**src/rtl/uart_rx_fifo.sv**
```systemverilog
// Receive buffer behind the UART RX controller: FWFT byte queue with framing-error tag,
// occupancy flags and sticky overrun. Define UART_RX_FIFO_OVR_CNT_EN for the dropped-byte counter.
module uart_rx_fifo #(
  parameter int DATA_WIDTH = 8,
  parameter int DEPTH      = 16,
  localparam int CNT_W     = $clog2(DEPTH) + 1
) (
  input  logic                  clock,
  input  logic                  reset_n,
  input  logic [DATA_WIDTH-1:0] wr_data,
  input  logic                  wr_frame_err,
  input  logic                  wr_valid,
  output logic [DATA_WIDTH-1:0] rd_data,
  output logic                  rd_frame_err,
  output logic                  rd_valid,
  input  logic                  rd_ready,
  input  logic                  flush,
  output logic [CNT_W-1:0]      count,
  output logic                  full,
  output logic                  empty,
  output logic                  overrun,
  input  logic                  overrun_clr,
  output logic [7:0]            overrun_count
);

  localparam int PTR_W = $clog2(DEPTH);

  logic [DATA_WIDTH:0] mem [DEPTH];
  logic [PTR_W-1:0]    wr_ptr;
  logic [PTR_W-1:0]    rd_ptr;
  logic [CNT_W-1:0]    count_q;
  logic                push;
  logic                pop;
  logic                drop;

  assign count    = count_q;
  assign full     = (count_q == CNT_W'(DEPTH));
  assign empty    = (count_q == '0);
  assign rd_valid = !empty;

  // A full FIFO still accepts a byte when the head leaves in the same cycle; flush swallows everything.
  assign pop  = rd_valid && rd_ready;
  assign push = wr_valid && (!full || pop) && !flush;
  assign drop = wr_valid && full && !pop && !flush;

  assign {rd_frame_err, rd_data} = empty ? '0 : mem[rd_ptr];

  always_ff @(posedge clock or negedge reset_n) begin
    if (!reset_n) begin
      wr_ptr  <= '0;
      rd_ptr  <= '0;
      count_q <= '0;
    end else if (flush) begin
      wr_ptr  <= '0;
      rd_ptr  <= '0;
      count_q <= '0;
    end else begin
      if (push) wr_ptr <= wr_ptr + PTR_W'(1);
      if (pop)  rd_ptr <= rd_ptr + PTR_W'(1);
      case ({push, pop})
        2'b10:   count_q <= count_q + CNT_W'(1);
        2'b01:   count_q <= count_q - CNT_W'(1);
        default: count_q <= count_q;
      endcase
    end
  end

  always_ff @(posedge clock) begin
    if (push) mem[wr_ptr] <= {wr_frame_err, wr_data};
  end

  // A new drop outranks a clear request in the same cycle.
  always_ff @(posedge clock or negedge reset_n) begin
    if (!reset_n)         overrun <= 1'b0;
    else if (drop)        overrun <= 1'b1;
    else if (overrun_clr) overrun <= 1'b0;
  end

`ifdef UART_RX_FIFO_OVR_CNT_EN
  logic [7:0] ovr_cnt;

  always_ff @(posedge clock or negedge reset_n) begin
    if (!reset_n)                    ovr_cnt <= 8'd0;
    else if (overrun_clr)            ovr_cnt <= drop ? 8'd1 : 8'd0;
    else if (drop && ovr_cnt != 8'hFF) ovr_cnt <= ovr_cnt + 8'd1;
  end

  assign overrun_count = ovr_cnt;
`else
  assign overrun_count = 8'd0;
`endif

endmodule

```
**config.mk**
```make
export PLATFORM = sky130hd
export DESIGN_NAME = uart_rx_fifo
export DESIGN_NICKNAME = d
export VERILOG_FILES = /design/src/rtl/uart_rx_fifo.sv
export SDC_FILE = /design/constraint.sdc
export NUM_CORES = 1
export LEC_CHECK = 0
export BUFFER_PORTS_ARGS = -buffer_cell sky130_fd_sc_hd__buf_2
export CAP_MARGIN = 25
export CORE_ASPECT_RATIO = 0.7
export CORE_MARGIN = 8
export CORE_UTILIZATION = 43
export CTS_CLUSTER_SIZE = 40
export DETAILED_ROUTE_END_ITERATION = 10
export GPL_ROUTABILITY_DRIVEN = 0
export PLACE_DENSITY = 0.72
export SKIP_CTS_REPAIR_TIMING = 1
export SLEW_MARGIN = 0
export SYNTH_ARGS = -nofsm -noshare
export SYNTH_HDL_FRONTEND = slang
export SYNTH_SLANG_ARGS = --single-unit
```
**constraint.sdc**
```tcl
create_clock -name clock -period 6.4 [get_ports clock]
set_clock_uncertainty 0.2 [all_clocks]
set_input_delay 0.64 -clock clock [delete_from_list [all_inputs] [get_ports clock]]
set_output_delay 0.64 -clock clock [all_outputs]
set_load 0.03 [all_outputs]
```
# Yosys cells after proc, flatten, opt, wreduce, memory -nomap -nowiden
# Memories as Yosys holds them, arrays and structs flattened.
# Cells that the tools add are included.
[totals]
n_memories = 1
ramBits = 144
word_cells = 39
regBits = 14
out_inout_bits = 26
[op_classes]
n_reduce_logical = 16
n_addsub = 4
mux = 11
eq_ne = 3
[memory_table]
columns = ["memory", "words", "width", "rd", "rd_clocked_by_memory_dff", "wr", "line_no", "source"]
rows = [
  ["mem", 16, 9, 1, 0, 1, "28", "logic [DATA_WIDTH:0] mem [DEPTH];"],
]
[op_table]
columns = ["operator", "n"]
rows = [
  ["4-bit 2-to-1 mux", 4],
  ["5-bit one-hot mux with 2 select lines", 1],
  ["9-bit 2-to-1 mux", 1],
  ["4-bit by 1-bit adder with 4-bit output, second input constant", 2],
  ["1-bit logical AND", 6],
  ["2-bit nonzero test", 3],
  ["5-bit by 1-bit adder with 5-bit output, second input constant", 1],
  ["5-bit equality test, second input constant", 1],
  ["5-bit logical NOT", 1],
  ["5-bit 2-to-1 mux", 1],
  ["5-bit by 1-bit subtractor with 5-bit output, second input constant", 1],
  ["1-bit logical NOT", 4],
  ["1-bit 2-to-1 mux", 4],
  ["3-bit nonzero test", 1],
  ["2-bit by 1-bit equality test with 1-bit output, second input constant", 1],
  ["2-bit equality test, second input constant", 1],
  ["1-bit logical OR", 1],
]

# Longest topological paths before layout
# Gate-level depths: netlist of run 1.
[depth]
depth_word = 9
mapped_depth = 9
depth_no_buf = 9

# Worst setup path after synthesis of run 1
# No wires, ideal clock.
[synth_path]
path_kind = "register -> output"
from = "register rd_ptr[0]"
to = "output port rd_data[0]"
n_path_buf = 1
setup_slack_ns = 3.416
arrival_ns = 2.144
stages_incl_launch_ff = 5
path_cell_list = "dfrtp_1 clkbuf_1 mux4_2 mux4_2 and2_1"
[synth_via]
elab_chain_len = 2
[synth_rtl]
columns = ["element", "line_no", "source"]
rows = [
  ["start: declaration", "30", "logic [PTR_W-1:0] rd_ptr;"],
  ["start signal: assignment", "59", "if (pop) rd_ptr <= rd_ptr + PTR_W'(1);"],
  ["memory 16 x 9 bit", "--", ""],
  ["9-bit 2-to-1 mux", "46", "assign {rd_frame_err, rd_data} = empty ? '0 : mem[rd_ptr];"],
  ["end: declaration", "13", "output logic [DATA_WIDTH-1:0] rd_data,"],
]
# No other way between the ends.

# Worst setup path after layout of run 1
[layout_path]
from = "register rd_ptr[0]"
to = "output port rd_data[2]"
# Same word-level chain as after synthesis.

==> reports/results.ini, run 1 <==
[cells_and_area]
fillerInstances = 1130
nNetsFinal = 417
fin_cells = 603
synthToLayoutAreaGrowth_pct = 17.1
layout-drive-gt1-share_pct = 31.9

[die]
rows = 37
start_util_pct = 44.1
die_h_um = 119
io_pins = 41
die_w_um = 163
die_area_um2 = 19400
core-area_um2 = 14800

[critical_path]
critPathSlowestCell = dfrtp_2
critical_path_required_ns = 5.56
cp_cell_sequence = buf_4 -> mux4_2 -> mux4_2 -> and2_1 -> buf_2
cp_num_buf_inv = 2
critPathLaunchType = flop
arrival_ns = 3.14
crit_type = reg2out
max_stage_delay_ns = 0.81
cp_max_fo = 21
critical_path_cell_count = 5
crit_top_cell = mux4_2
crit_family = multiplexers
reg2regPathDepth = 9
end_kind = output port

[route]
postRouteAntennaNets = 0
drtIter0Drc = 388
drcViolationCount = 0
vias = 3333
first_pass_iters = 4
drt-total-wl_um = 13300
wl_per_cell_um = 22.0
viasPerCell = 5.53

[sta]
max_freq_mhz = 251
hold_viol_final = 0
fin_crit_sh_pct = 62.2
max_slew_margin_pct = 43.7
worstMarginPinSlew_ns = 0.844
final_max_slew_viol_count = 0
setup_violations = 0
tns_ns = 0
rsz0062_at_grt = false
fin_crit_ns = 3.98

[clocking]
cts.sinks = 158
clk_pin_slew_ns = 0.06
cts_buffers = 17
clk_path_buf_depth = 2
cts_tree = done
clk_latency_ns = 0.42
cts-root-buf = clkbuf_16
htree_num_levels = 4

[power]
swShare_pct = 30.3
switchingPower_w = 0.000931
clockPowerShare_pct = 34.1
p_per_area_nw_per_um2 = 403
p_leak_nw = 2.55
intPower_w = 0.00214
seqPwrFrac_pct = 39.9
peakVddDrop_v = 0.000220
combPwrFrac_pct = 26.0

[global_routing]
grt.busiest_layer = met2
use_met2_pct = 22.2
grt_pass1_vias = 3324
overflow = 0
gr-usage-met1_pct = 19.2
antenna_found_initial = 1
grt_pass1_wl_um = 20400
grt_usage_pct = 14.5
grt_max_degree = 40
met3_usage_pct = 4.71

[placed_design]
io_buffer_count = 32
place_hpwl_um = 8320
dp.cells = 565

[logic_synthesis]
yosysWarnings = 0
async_reset_ff_share_pct = 8.86
synth_area_leader_cell = edfxtp_1
yosys_register_bits = 158
synth.top_cell.area_share_pct = 66.4
ys_types = 39
synth.area.top_cells = edfxtp_1 66%, mux4_2 16%, dfrtp_1 5.4%
syn-instance-count = 340
synth_most_common_cell = edfxtp_1
yosys-top-cells-count = 144 x edfxtp_1, 45 x mux4_2, 25 x nor2_1, 14 x dfrtp_1, 13 x nand2_1
ys.flop_type = edfxtp_1
synth.avg_cell_area_um2 = 19.2
synth_seq_area_share_pct = 71.7
synth_edf_count = 144
syn-cell-area_um2 = 6520

[hold_path]
min_path_cells = 2
hold_class = in2reg

[job]
max_cap_viol_count = 0

[outcome]
outcome = finished, final reports clean

## per-layer routing
metal	routed length, µm	up-vias
met1	5800	1741
met3	940	13
met5	0	-
li1	-	1463
met2	6390	116
met4	148	0
## flip-flops by register name, summed over array words and instances, names as in the netlist
| register | flops |
|---|---|
| count | 5 |
| rd_ptr | 4 |
| mem | 144 |
| overrun | 1 |
| wr_ptr | 4 |
## path summary, 6_finish.rpt
| path | endpoint | startpoint | slack (ns) |
|---|---|---|---|
| max | rd_data[2] | rd_ptr[0]$_DFFE_PN0P_ | 2.42 |
| min | overrun$_DFFE_PN0P_ | overrun_clr | 0.20 |
| max reg2reg | count[4]$_DFFE_PN0P_ | count[1]$_DFFE_PN0P_ | 3.35 |
| min reg2reg | overrun$_DFFE_PN0P_ | overrun$_DFFE_PN0P_ | 0.35 |
| max in group asynchronous | rd_ptr[0]$_DFFE_PN0P_ | reset_n | 5.28 |
| min in group asynchronous | count[4]$_DFFE_PN0P_ | reset_n | 0.45 |
## final cells by class
class	instances	area, µm²	area share (%)
clock buffer	17	425	5.58
antenna	1	2.50	0.0328
inverter	6	22.5	0.295
tap	195	244	3.20
clock inverter	14	190	2.49
timing repair buffer	51	343	4.49
sequential	158	4680	61.3
multi-input combinational	161	1720	22.6
## power by group through the flow
stage	Sequential, W	Clock [W]	Combinational [W]
floorplan	0.00124	0	0.000606
global placement	0.00125	0	0.000797
detailed placement	0.00125	0	0.000808
CTS	0.00123	0.00106	0.000811
global route	0.00124	0.00111	0.000860
finish	0.00123	0.00105	0.000801
## through the flow
step           total power (W)  setup WS, ns  hold slack, ns  util [%]  cell area [µm²]
2_1_floorplan          0.00185          3.42           0.144         -             6540
3_3_place_gp           0.00205          2.80           0.322      46.5             6870
3_5_place_dp           0.00206          2.78           0.344      47.1             6950
4_1_cts                0.00310          2.31         -0.0977      51.2             7570
5_1_grt                0.00321          2.21           0.192      51.6             7620
6_report               0.00308          2.42           0.203      51.6             7630
## kinds of logic after synthesis
logic type	after synthesis	synth area share (%)
DFF	158	71.7
xor gates and xnor gates	8	1.08
muxes	48	16.0
buffers and inverters	28	2.21
and+or+nand+nor	69	5.28
AOI/OAI and AO/OA	21	2.29
other	1	0.0575
adders and majority gates	7	1.34
## layout by cell type, fill, tap and decap left out, drive strengths merged, types with 2 or more instances in the layout
cell	count
a211oi	2
a21oi	5
and2	9
buf	50
bufinv	4
clkbuf	17
clkinv	5
clkinvlp	3
conb	8
dfrtp	14
edfxtp	144
ha	7
inv	8
mux2i	3
mux4	45
nand2	13
nand2b	4
nand3	4
nor2	25
nor2b	3
nor3	4
nor4	2
o21ai	5
or3	3
xnor2	4
xor2	4
No activity file was read; power rests on OpenSTA's default activity.
==> inputs of run 2 (changes only) <==
- ABC_AREA: unset -> 1
- PLACE_DENSITY: 0.72 -> 0.74
- clock period: 6.4 -> 3.3 ns (I/O delays scaled with it)
==> run 2 against run 1 <==
Effect of this change: clock power up 69%; design area up 0.28%; utilization down 1.7 points; sequential cell count unchanged; cell count up 33%; synthesized area up 2.0%; register-to-register slack worse by 2.4 ns; hold slack worse by 0.15 ns; non-clock buffer count up 4; critical endpoint is now rd_data[6]; largest cell class unchanged; highest routed layer unchanged.
==> reports/results.ini, run 2 <==
[sta]
max_freq_mhz = 321
worst_slack_ns = 0.185  ; -2.23 ns
setup_violations = 0  ; unchanged
hold_viol_final = 0  ; unchanged
rsz0062_at_grt = false
tns_ns = 0  ; unchanged
max_slew_margin_pct = 37.4  ; -6.3 points
worstMarginPinSlew_ns = 0.936  ; +0.0916 ns
fin_crit_ns = 3.12
final_max_slew_viol_count = 0  ; unchanged
fin_crit_sh_pct = 94.4

[global_routing]
grt_max_degree = 78  ; +95%
grt_usage_pct = 16.2  ; +1.7 points
grt_pass1_vias = 4447  ; +34%
grt_pass1_wl_um = 24500  ; +20%
overflow = 0  ; unchanged
antenna_found_initial = 0  ; -1

[logic_synthesis]
ys_types = 33  ; -15%
synth.top_cell.area_share_pct = 65.1  ; -1.3 points
yosysWarnings = 0  ; unchanged
synth_most_common_cell = edfxtp_1
syn-cell-area_um2 = 6650  ; +2.0%
synth_area_leader_cell = edfxtp_1
async_reset_ff_share_pct = 8.86  ; unchanged
syn-instance-count = 539  ; +59%
ys.flop_type = edfxtp_1
yosys_register_bits = 158  ; unchanged
yosys-top-cells-count = 144 x edfxtp_1, 95 x nor2_1, 72 x o21ai_0, 35 x nand2_1, 29 x o221ai_1
synth_edf_count = 144  ; unchanged
synth.avg_cell_area_um2 = 12.3  ; -36%
synth_seq_area_share_pct = 70.3  ; -1.4 points
synth.area.top_cells = edfxtp_1 65%, o21ai_0 5.4%, nor2_1 5.4%

[route]
drtIter0Drc = 634  ; +63%
postRouteAntennaNets = 0  ; unchanged
vias = 4519  ; +36%
wl_per_cell_um = 19.7  ; -11%
first_pass_iters = 5  ; +1
viasPerCell = 5.66  ; +2.3%
drt-total-wl_um = 15700  ; +18%
drcViolationCount = 0  ; unchanged

[job]
max_cap_viol_count = 0  ; unchanged

[placed_design]
pre_cts_slack_ns = 0.590  ; -2.19 ns
place_hpwl_um = 9720  ; +17%
io_buffer_count = 32  ; unchanged

[critical_path]
cp_cell_sequence = buf_4 -> o21ai_0 -> o221ai_1 -> nand3_1 -> a21oi_1 -> buf_2
arrival_ns = 2.59  ; -0.55 ns
crit_family = flip-flops
critical_path_cell_count = 6  ; +1
end_kind = output port
critPathSlowestCell = dfrtp_1
ff2ff_setup_slack_ns = 0.95  ; -2.40 ns
critPathLaunchType = flop
reg2regPathDepth = 6  ; -3
critical_path_required_ns = 2.77  ; -2.79 ns
max_stage_delay_ns = 0.76  ; -0.05 ns
cp_max_fo = 20  ; -4.8%
crit_type = reg2out
cp_num_buf_inv = 2  ; unchanged

[clocking]
cts_buffers = 17  ; unchanged
clk_path_buf_depth = 2  ; unchanged
clk_pin_slew_ns = 0.06  ; about the same
clk_latency_ns = 0.41  ; about the same
cts_tree = done
cts-root-buf = clkbuf_16
htree_num_levels = 4  ; unchanged
cts.sinks = 158  ; unchanged

[power]
peakVddDrop_v = 0.000405  ; +84%
p_per_area_nw_per_um2 = 794  ; +97%
p_leak_nw = 2.73  ; +6.8%

[cells_and_area]
top_register = mem
antennaDiodeCount = 0  ; -1
final_common_cell = edfxtp_1
mostFrequentLayoutCells = 144 x edfxtp_1, 95 x nor2_1, 72 x o21ai_0, 35 x nand2_1, 32 x buf_2
fillerInstances = 1275  ; +13%
largest_reg_flops = 144  ; unchanged
nNetsFinal = 608  ; +46%
synthToLayoutAreaGrowth_pct = 15.1
layout-drive-gt1-share_pct = 17.0  ; -15 points

[outcome]
outcome = finished, final reports clean

[die]
rows = 38  ; +2.7%
start_util_pct = 43.4  ; -0.72 points
io_pins = 41  ; unchanged
die_h_um = 120  ; +0.85%
die_area_um2 = 19800  ; +1.7%
die_w_um = 165  ; +0.89%
core-area_um2 = 15300  ; +3.7%

[hold_path]
min_path_cells = 3  ; +1
hold_class = in2reg

[run 2: cells by family after synthesis]
| group | after synthesis | synth area share [%] |
|---|---|---|
| AO/OA/AOI/OAI | 140 | 12.6 |
| XOR/XNOR | 1 | 0.132 |
| adder cells (fa/ha/maj) | 7 | 1.32 |
| buffers and inverters | 58 | 3.99 |
| flip-flops | 158 | 70.3 |
| other | 1 | 0.0564 |
| AND/OR/NAND/NOR | 174 | 11.6 |
[run 2: layout make-up]
type	count	area, µm²	share of cell area (%)
multi-input cells	330	1730	22.6
clock inverters	12	96.3	1.26
repair buffers	55	365	4.78
clock buffers	20	437	5.71
inverters	24	92.6	1.21
well taps	200	250	3.27
flip-flops and latches	158	4680	61.1
[run 2: power breakdown]
group          leakage, nW  total [W]  internal (W)  switching, W
Sequential            1.49    0.00234       0.00224     0.0000921
Combinational        0.980    0.00197      0.000557       0.00141
Clock                0.263    0.00177       0.00103      0.000743
Total                 2.73    0.00608       0.00383       0.00225
[run 2: layer usage]
layer | vias up | wire, µm | share of wire (%) | track usage, %
met5 | - | 0 | 0 | 0
met4 | 0 | 272 | 1.7 | 5.84
met3 | 22 | 1280 | 8.2 | 3.28
met2 | 219 | 7500 | 48 | 25.7
met1 | 2217 | 6660 | 42 | 21.8
li1 | 2061 | - | - | -
[run 2: path summary, 6_finish.rpt]
| kind | start | endpoint |
|---|---|---|
| setup reg to reg | count[2]$_DFFE_PN0P_ | mem[14][5]$_DFFE_PP_ |
| max in group asynchronous | reset_n | rd_ptr[0]$_DFFE_PN0P_ |
| min in group asynchronous | reset_n | wr_ptr[0]$_DFFE_PN0P_ |
| setup / recovery | rd_ptr[1]$_DFFE_PN0P_ | rd_data[6] |
| hold / removal | wr_valid | wr_ptr[2]$_DFFE_PN0P_ |
| hold reg to reg | overrun$_DFFE_PN0P_ | overrun$_DFFE_PN0P_ |
[run 2: per-stage QoR]
| stage | utilization [%] | instance area (µm²) | power (W) | std cells | hold WS [ns] |
|---|---|---|---|---|---|
| global placement | 46.3 | 7080 | 0.00424 | 764 | 0.0562 |
| global route | 50.0 | 7650 | 0.00633 | 799 | 0.0531 |
| floorplan | - | 6670 | 0.00376 | 546 | -0.166 |
| CTS | 49.7 | 7620 | 0.00607 | 796 | -0.371 |
| detailed placement | 46.3 | 7080 | 0.00431 | 764 | 0.0673 |
| finish | 50.0 | 7650 | 0.00608 | 799 | 0.0529 |
[run 2: worst reg2reg max path, stage by stage, from the launching register on]
cell	delay, ns
dfrtp_1	0.46
nor2_2	0.08
nand2_2	0.10
nor3_4	0.05
nor2_4	0.16
nand2_1	0.17
nor2_1	0.74
==> inputs of run 3 (changes only) <==
- PLACE_DENSITY: 0.74 -> 0.72
- clock period: 3.3 -> 3.25 ns (I/O delays scaled with it)
==> run 3 against run 2 <==
Effect of this change: hold slack better by 0.0015 ns; global-route usage fell by 0.084 points; wire length is 0.41% lower; critical path type unchanged; critical endpoint is now rd_data[4].
==> reports/results.ini, run 3 (synthesized netlist as in run 2, its figures left out) <==
[outcome]
outcome = finished, final reports clean

[clocking]
clk_path_buf_depth = 2  ; unchanged
cts.sinks = 158  ; unchanged
cts_tree = done
htree_num_levels = 4  ; unchanged
clk_pin_slew_ns = 0.06  ; about the same
clk_latency_ns = 0.42  ; about the same
cts_buffers = 17  ; unchanged
cts-root-buf = clkbuf_16

[power]
p_per_area_nw_per_um2 = 828  ; +4.2%
peakVddDrop_v = 0.000572  ; +41%
p_leak_nw = 2.77  ; +1.6%

[placed_design]
placed_cell_area_um2 = 7090  ; +0.11%
place_hpwl_um = 9790  ; +0.70%
io_buffer_count = 32  ; unchanged

[critical_path]
end_kind = output port
crit_type = reg2out
cp_num_buf_inv = 3  ; +1
critPathLaunchType = flop
crit_family = buffers and inverters
cp_max_fo = 36  ; +80%
cp_cell_sequence = inv_2 -> buf_12 -> o21ai_0 -> o221ai_1 -> nand3_1 -> a21oi_1 -> buf_2
arrival_ns = 2.39  ; -0.20 ns
critPathSlowestCell = dfrtp_2
max_stage_delay_ns = 0.43  ; -0.33 ns
critical_path_required_ns = 2.72  ; -0.05 ns

[global_routing]
overflow = 0  ; unchanged
grt_max_degree = 78  ; unchanged
antenna_found_initial = 0  ; unchanged
grt_pass1_vias = 4265  ; -4.1%
grt_usage_pct = 16.1  ; -0.084 points
grt_pass1_wl_um = 24300  ; -0.96%

[sta]
fin_crit_ns = 2.91
max_slew_margin_pct = 38.6  ; +1.2 points
worstMarginPinSlew_ns = 0.921  ; -0.0150 ns
rsz0062_at_grt = false
final_max_slew_viol_count = 0  ; unchanged
hold_viol_final = 0  ; unchanged
setup_violations = 0  ; unchanged
fin_crit_sh_pct = 89.6
tns_ns = 0  ; unchanged
max_freq_mhz = 344

[die]
die_w_um = 165  ; unchanged
rows = 38  ; unchanged
core-area_um2 = 15300  ; unchanged
io_pins = 41  ; unchanged
die_area_um2 = 19800  ; unchanged
die_h_um = 120  ; unchanged
start_util_pct = 43.4  ; unchanged

[cells_and_area]
layout-drive-gt1-share_pct = 18.0  ; +0.97 points
fin_area_um2 = 7720  ; +0.97%
utilization_pct = 50.4  ; +0.48 points
nNetsFinal = 609  ; +0.16%
largest_reg_flops = 144  ; unchanged
antennaDiodeCount = 0  ; unchanged
mostFrequentLayoutCells = 144 x edfxtp_1, 95 x nor2_1, 72 x o21ai_0, 35 x nand2_1, 32 x buf_2
top_register = mem
synthToLayoutAreaGrowth_pct = 16.2
final_common_cell = edfxtp_1

[route]
drtIter0Drc = 646  ; +1.9%
vias = 4554  ; +0.77%
drcViolationCount = 0  ; unchanged
wl_per_cell_um = 19.6  ; -0.54%
first_pass_iters = 6  ; +1
viasPerCell = 5.69  ; +0.65%
drt-total-wl_um = 15700  ; -0.41%
postRouteAntennaNets = 0  ; unchanged

[job]
max_cap_viol_count = 0  ; unchanged

[hold_path]
hold_class = in2reg

==> run 3: cell types whose count changed in the layout (fill, tap and decap cells not counted) <==
cell        delta
inv_6          +4
clkbuf_1       -3
inv_2          +1
clkinvlp_4     -1
inv_8          +4
clkinv_1       -2
bufinv_16      +1
inv_4          -1
buf_4          +1
clkinv_2       -3
==> run 3: cell type report <==
type / count / area [µm²]
clock buffers: 17 / 425
multi-input cells: 330 / 1730
well taps: 200 / 250
flip-flops and latches: 158 / 4680
clock inverters: 15 / 176
fillers: 1318 / 7590
inverters: 24 / 90.1
repair buffers: 56 / 373
==> run 3: path summary, 6_finish.rpt <==
check	slack (ns)	from	cells after the start	to
setup / recovery	0.34	rd_ptr[0]$_DFFE_PN0P_	7	rd_data[4]
hold / removal	0.05	wr_valid	3	wr_ptr[2]$_DFFE_PN0P_
setup reg to reg	1.02	count[0]$_DFFE_PN0P_	11	count[4]$_DFFE_PN0P_
hold reg to reg	0.33	overrun$_DFFE_PN0P_	2	overrun$_DFFE_PN0P_
max in group asynchronous	2.44	reset_n	2	rd_ptr[0]$_DFFE_PN0P_
min in group asynchronous	0.13	reset_n	2	count[0]$_DFFE_PN0P_
==> run 3: report_power, final <==
group	internal [W]	switching (W)	total (W)
registers	0.00228	0.0000657	0.00234
clock network	0.00116	0.000850	0.00201
logic	0.000565	0.00147	0.00203
==> run 3: routing by layer <==
metal / vias to the layer above / track usage, % / wire, µm
li1: 2062 / - / -
met1: 2226 / 22.6 / 6640
met2: 243 / 23.9 / 7240
met3: 23 / 4.00 / 1570
met4: 0 / 5.72 / 206
met5: - / 0 / 0
==> run 3: per-stage QoR <==
stage | worst slack [ns] | std cells | hold WS [ns] | total power, W
floorplan | 0.760 | 546 | -0.171 | 0.00381
detailed placement | 0.765 | 765 | 0.0512 | 0.00440
global route | 0.164 | 800 | 0.0822 | 0.00666
CTS | 0.314 | 797 | -0.403 | 0.00640
finish | 0.339 | 800 | 0.0543 | 0.00639
global placement | 0.848 | 765 | 0.0497 | 0.00432
==> run 3: worst register-to-register path: cells and delay by family (launching register included) <==
family / cells / cell delay (ns)
and+or+nand+nor: 8 / 1.01
DFF: 1 / 0.44
adders and majority gates: 1 / 0.31
buffers and inverters: 2 / 0.16
